## config.mk

```make
export PLATFORM = sky130hd
export DESIGN_NAME = panel_writer
export DESIGN_NICKNAME = d
export VERILOG_FILES = /design/src/rtl/panel_writer.sv
export SDC_FILE = /design/constraint.sdc
export NUM_CORES = 1
export LEC_CHECK = 0
export CORE_ASPECT_RATIO = 0.75
export CORE_UTILIZATION = 51
export DETAILED_ROUTE_END_ITERATION = 7
export HOLD_SLACK_MARGIN = 0.03
export PLACE_DENSITY = 0.78
export SYNTH_ARGS = -nofsm -noshare
export SYNTH_HDL_FRONTEND = slang
export SYNTH_SLANG_ARGS = --single-unit
export TNS_END_PERCENT = 100
```

## constraint.sdc

```tcl
create_clock -name clk -period 4.24 [get_ports clk]
set_input_delay 0.636 -clock clk [delete_from_list [all_inputs] [get_ports clk]]
set_output_delay 0.636 -clock clk [all_outputs]
set_load 0.05 [all_outputs]
```

## src/rtl/panel_writer.sv

```systemverilog
// panel_writer: owns the 7x6 Score-4 board. It accepts column drops, applies gravity,
// toggles the turn, then samples the external win detector to decide whether the game ends.
// Optional feature: define UNDO_EN to add a one-level undo input.
module panel_writer #(
  parameter logic FIRST_PLAYER = 1'b0,
  parameter int   CHECK_CYCLES = 1
) (
  input  logic                  clk,
  input  logic                  rst,
  input  logic                  new_game,
  input  logic                  move_valid,
  input  logic [2:0]            move_col,
`ifdef UNDO_EN
  input  logic                  undo,
`endif
  input  logic                  win_exists,
  output logic [6:0][5:0][1:0]  panel,
  output logic                  turn,
  output logic                  move_ready,
  output logic                  move_err,
  output logic                  game_over,
  output logic                  draw,
  output logic                  winner,
  output logic [5:0]            move_count,
  output logic [2:0]            last_col,
  output logic [2:0]            last_row
);

  typedef enum logic [1:0] {IDLE, CHECK, OVER} state_t;

  // The counter only has to reach CHECK_CYCLES-1, and CHECK_CYCLES is at most 4.
  localparam logic [1:0] CHK_LAST = 2'(CHECK_CYCLES - 1);

  state_t               state_q, state_d;
  logic [6:0][5:0][1:0] panel_q, panel_d;
  logic                 turn_q, turn_d;
  logic                 err_q, err_d;
  logic                 over_q, over_d;
  logic                 draw_q, draw_d;
  logic                 winner_q, winner_d;
  logic [5:0]           count_q, count_d;
  logic [2:0]           lcol_q, lcol_d;
  logic [2:0]           lrow_q, lrow_d;
  logic [1:0]           chk_q, chk_d;
`ifdef UNDO_EN
  logic                 slot_q, slot_d;
`endif

  logic [5:0][1:0]      col_cells;
  logic                 col_ok;
  logic                 col_full;
  logic [2:0]           drop_row;

  // Select the addressed column and find where a dropped token would land.
  always_comb begin
    col_cells = '0;
    for (int c = 0; c < 7; c++)
      if (move_col == 3'(c)) col_cells = panel_q[c];
    col_ok   = (move_col <= 3'd6);
    col_full = (col_cells[0] != 2'b00);
    // Gravity: the highest-numbered empty row is the lowest free cell.
    drop_row = 3'd0;
    for (int r = 0; r < 6; r++)
      if (col_cells[r] == 2'b00) drop_row = 3'(r);
  end

  // Next-state logic for the game FSM and the board.
  always_comb begin
    state_d  = state_q;
    panel_d  = panel_q;
    turn_d   = turn_q;
    err_d    = 1'b0;
    over_d   = over_q;
    draw_d   = draw_q;
    winner_d = winner_q;
    count_d  = count_q;
    lcol_d   = lcol_q;
    lrow_d   = lrow_q;
    chk_d    = chk_q;
`ifdef UNDO_EN
    slot_d   = slot_q;
`endif
    if (new_game) begin
      state_d  = IDLE;
      panel_d  = '0;
      turn_d   = FIRST_PLAYER;
      over_d   = 1'b0;
      draw_d   = 1'b0;
      winner_d = 1'b0;
      count_d  = '0;
      lcol_d   = '0;
      lrow_d   = '0;
      chk_d    = '0;
`ifdef UNDO_EN
      slot_d   = 1'b0;
`endif
    end else begin
      case (state_q)
        IDLE: begin
          if (move_valid) begin
            if (!col_ok || col_full) begin
              err_d = 1'b1;
            end else begin
              panel_d[move_col][drop_row] = turn_q ? 2'b10 : 2'b01;
              turn_d  = ~turn_q;
              count_d = count_q + 6'd1;
              lcol_d  = move_col;
              lrow_d  = drop_row;
              chk_d   = '0;
              state_d = CHECK;
`ifdef UNDO_EN
              slot_d  = 1'b1;
`endif
            end
          end
`ifdef UNDO_EN
          else if (undo) begin
            if (slot_q && count_q != 6'd0) begin
              panel_d[lcol_q][lrow_q] = 2'b00;
              turn_d  = ~turn_q;
              count_d = count_q - 6'd1;
              slot_d  = 1'b0;
            end else begin
              err_d = 1'b1;
            end
          end
`endif
        end
        CHECK: begin
          // win_exists already reflects the new token and the toggled turn,
          // so the mover is ~turn.
          if (chk_q == CHK_LAST) begin
            if (win_exists) begin
              state_d  = OVER;
              over_d   = 1'b1;
              winner_d = ~turn_q;
            end else if (count_q == 6'd42) begin
              state_d = OVER;
              over_d  = 1'b1;
              draw_d  = 1'b1;
            end else begin
              state_d = IDLE;
            end
          end else begin
            chk_d = chk_q + 2'd1;
          end
        end
        default: ;
      endcase
    end
  end

  // Register all game state; reset puts the board into the new-game state.
  always_ff @(posedge clk or posedge rst) begin
    if (rst) begin
      state_q  <= IDLE;
      panel_q  <= '0;
      turn_q   <= FIRST_PLAYER;
      err_q    <= 1'b0;
      over_q   <= 1'b0;
      draw_q   <= 1'b0;
      winner_q <= 1'b0;
      count_q  <= '0;
      lcol_q   <= '0;
      lrow_q   <= '0;
      chk_q    <= '0;
`ifdef UNDO_EN
      slot_q   <= 1'b0;
`endif
    end else begin
      state_q  <= state_d;
      panel_q  <= panel_d;
      turn_q   <= turn_d;
      err_q    <= err_d;
      over_q   <= over_d;
      draw_q   <= draw_d;
      winner_q <= winner_d;
      count_q  <= count_d;
      lcol_q   <= lcol_d;
      lrow_q   <= lrow_d;
      chk_q    <= chk_d;
`ifdef UNDO_EN
      slot_q   <= slot_d;
`endif
    end
  end

  assign panel      = panel_q;
  assign turn       = turn_q;
  assign move_ready = (state_q == IDLE);
  assign move_err   = err_q;
  assign game_over  = over_q;
  assign draw       = draw_q;
  assign winner     = winner_q;
  assign move_count = count_q;
  assign last_col   = lcol_q;
  assign last_row   = lrow_q;

endmodule
```

==> run summary <==
Worst EP required -> 4.50 ns
Gr usage total -> 30.0%
Largest net degree at the start of global routing -> 84
Syn_area_per_cell -> 10.3 um2
H-tree levels -> 3
R2R Path End -> last_col[1]
Initial DRC count -> 486
Simple-Gate Fraction of Synth Area -> 16.1%
RSZ-0062 raised after global routing -> no
Post-synth cell types -> 78
Vias -> 4610
Final Util -> 68.0%
CP max stage cell -> clkdlybuf4s50_1
Area fraction of the dominant cell type after synthesis -> 51.0%
Post-synth top cells -> dfrtp_1, inv_1, nor2_1
Routability cong. -> 0.897
Core ar. -> 9740 um2
Top FF cell, synth -> dfrtp_1
Worst hold slack -> 0.519 ns
Post-synth EDFFs -> 0
Sequential cell area fraction in the yosys report -> 51.0%
CP Max Fanout -> 15
Post-synthesis async set-or-reset flop share -> 100%
CP startpoint kind -> primary input
Ys Warns -> 0
Final Max Slew Viols -> 0
GR Overflow Total -> 0
Setup TNS Final -> 0 ns
Worst r2r src -> state_q[1]
Max layer used -> met4
Port bufs -> 109
Register-to-Register Setup Slack -> 1.67 ns
Inst Count DP -> 726
Via density -> 6.21
Mapped Nets -> 511
# DRC -> 0
Synthesis-to-finish area growth -> 28.5%
# IOs -> 110
Initial antenna violation count -> 0
CP endpoint kind -> flip-flop
Critical path endpoint -> panel[63]
Layout cell share with drive strength beyond 1 -> 12.0%
Final instance area -> 6620 um2
Synth Area in Compound Gates -> 22.5%
Drt pass-1 iters -> 5
TritonCTS clock tree -> yes
Slowest stage delay, CP -> 0.92 ns
P_leak -> 2.61 nW
Die W -> 118 um
Min cycle time layout -> 3.40 ns
Cells after synthesis -> 500
Hold Buf Count CTS -> 0
Vias in the first global route -> 4357
Dominant cell type by area after synthesis -> dfrtp_1
Initial Utilization -> 52.9%
Crit path from -> move_col[1]
Status -> finished, final reports clean
Synthesized flop and latch total -> 105
Clock-pin slew on the worst setup and hold paths -> 0.07 ns
Pwr dens -> 331 nW/um2
Wire per inst -> 20.6 um
CP arrival -> 3.66 ns
Clock tree buffer depth -> 2
Chip height -> 89.0 um
Hold WC Path Type -> reg -> reg
Detailed-routed wire length on met2 -> 6800 um
Post-synthesis xor/xnor area fraction -> 1.02%
Top-count cell post-synth -> dfrtp_1
Mux contribution to synthesized area -> 0.607%
Clock root buffer -> clkbuf_16
Max Freq -> 294 MHz
Rows -> 31
M1 WL -> 6790 um
Antenna-violating nets left -> 0
Synth top area cells -> dfrtp_1, o22ai_1, inv_1, nor2_1, a21oi_1
Resize count post-CTS -> 0
Total routed wirelength -> 15300 um
# setup viols final -> 0
First-pass GRT wire length -> 23900 um
Placed cell area -> 6340 um2
Clock Sinks -> 105
Latest clock arrival within the worst-skew pair -> 0.35 ns
Post-CTS setup buffers -> 0
TritonCTS Buffers -> 9
CP Class -> in -> reg
Post-Syn Area -> 5150 um2
Max-cap violations -> 0
Layout Nets -> 616
Clock Skew -> 0.00718 ns
Max VDD drop -> 0.189 mV
Main combinational cell family by area after synthesis -> compound AO/OA/AOI/OAI gates
Post-Synth Adder-Cell Area -> 0.729%
DR WL met3 -> 1400 um
Critical Path, Cell by Cell -> clkdlybuf4s50_1, buf_4, and3b_2, a31oi_1, and3_1, a22o_1, nand4_1, o22ai_1
DIE AREA -> 10500 um2
Fin crit share -> 80.3%
Layout Cells excl Fill -> 742
Rel. slew slack -> 31.4%
Worst Tran Pin Value -> 1.03 ns
DP Wirelength -> 10800 um
Reg2Reg Depth -> 7
Final hold vios -> 0
N_diodes -> 0
[cell type report]
class / count / area (um2)
repair buffers: 121 / 1180
clock buffers: 11 / 243
inverters: 68 / 258
clock inverters: 5 / 38.8
flip-flops and latches: 105 / 2630
fillers: 766 / 3120
well taps: 132 / 165
multi-input cells: 300 / 2110
[flip-flops by register name (all words and copies together), names as in the netlist]
register	count
game_over	1
last_col	3
move_count	6
draw	1
last_row	3
state_q	2
panel	84
chk_q	2
move_err	1
turn	1
winner	1
[where the power goes]
part	total (W)	switching (W)	leakage, nW	internal [W]
clock	0.000797	0.000377	0.137	0.000419
combinational	0.000357	0.000251	1.02	0.000105
sequential	0.00104	0.0000191	1.46	0.00102
[cell families after synthesis]
| group | Yosys count |
|---|---|
| muxes | 3 |
| buffers and inverters | 95 |
| xor gates and xnor gates | 6 |
| DFF | 105 |
| AOI/OAI and AO/OA | 143 |
| and+or+nand+nor | 145 |
| adders and majority gates | 3 |
[stage by stage]
stage	total power, W	worst slack, ns
2_1_floorplan	0.00130	0.843
6_report	0.00219	0.836
4_1_cts	0.00219	0.918
3_3_place_gp	0.00140	0.658
5_1_grt	0.00227	0.704
3_5_place_dp	0.00141	0.580
[worst max-delay path, delay by kind of cell]
kind            cells  cell delay, ns
compound gates      3            0.90
simple gates        3            0.90
buf+inv             2            1.20
[how the worst min path moves through the flow]
stage	cells after the start	slack, ns	to	startpoint
after detailed placement	2	0.49	draw	draw
after CTS	2	0.51	draw	draw
after floorplan	2	0.52	chk_q[0]	chk_q[0]
after global routing	2	0.54	draw	draw
final	2	0.52	draw	draw
after global placement	2	0.49	draw	draw
[metal layers]
| metal | up-vias | GRT usage, % |
|---|---|---|
| li1 | 1998 | - |
| met1 | 2296 | 44.4 |
| met2 | 283 | 44.1 |
| met3 | 33 | 6.19 |
| met4 | 0 | 10.4 |
| met5 | - | 0 |
[cell usage in the layout, fill, tap and decap left out, types with 4 or more instances in the layout]
master and instances:
clkdlybuf4s50_1 108, dfrtp_1 105, inv_1 65, nor2_1 61, o22ai_1 49, a21oi_1 24, nand2_1 18, nand3_1 14
buf_4 13, a41oi_1 11, clkbuf_16 9, nor3_1 8, a31oi_1 7, o22ai_2 6, xnor2_1 6, o21bai_1 4
or3_1 4, o21ai_0 4, nor3b_1 4, nand2b_1 4, o32ai_1 4
No activity file was read; power rests on OpenSTA's default activity.
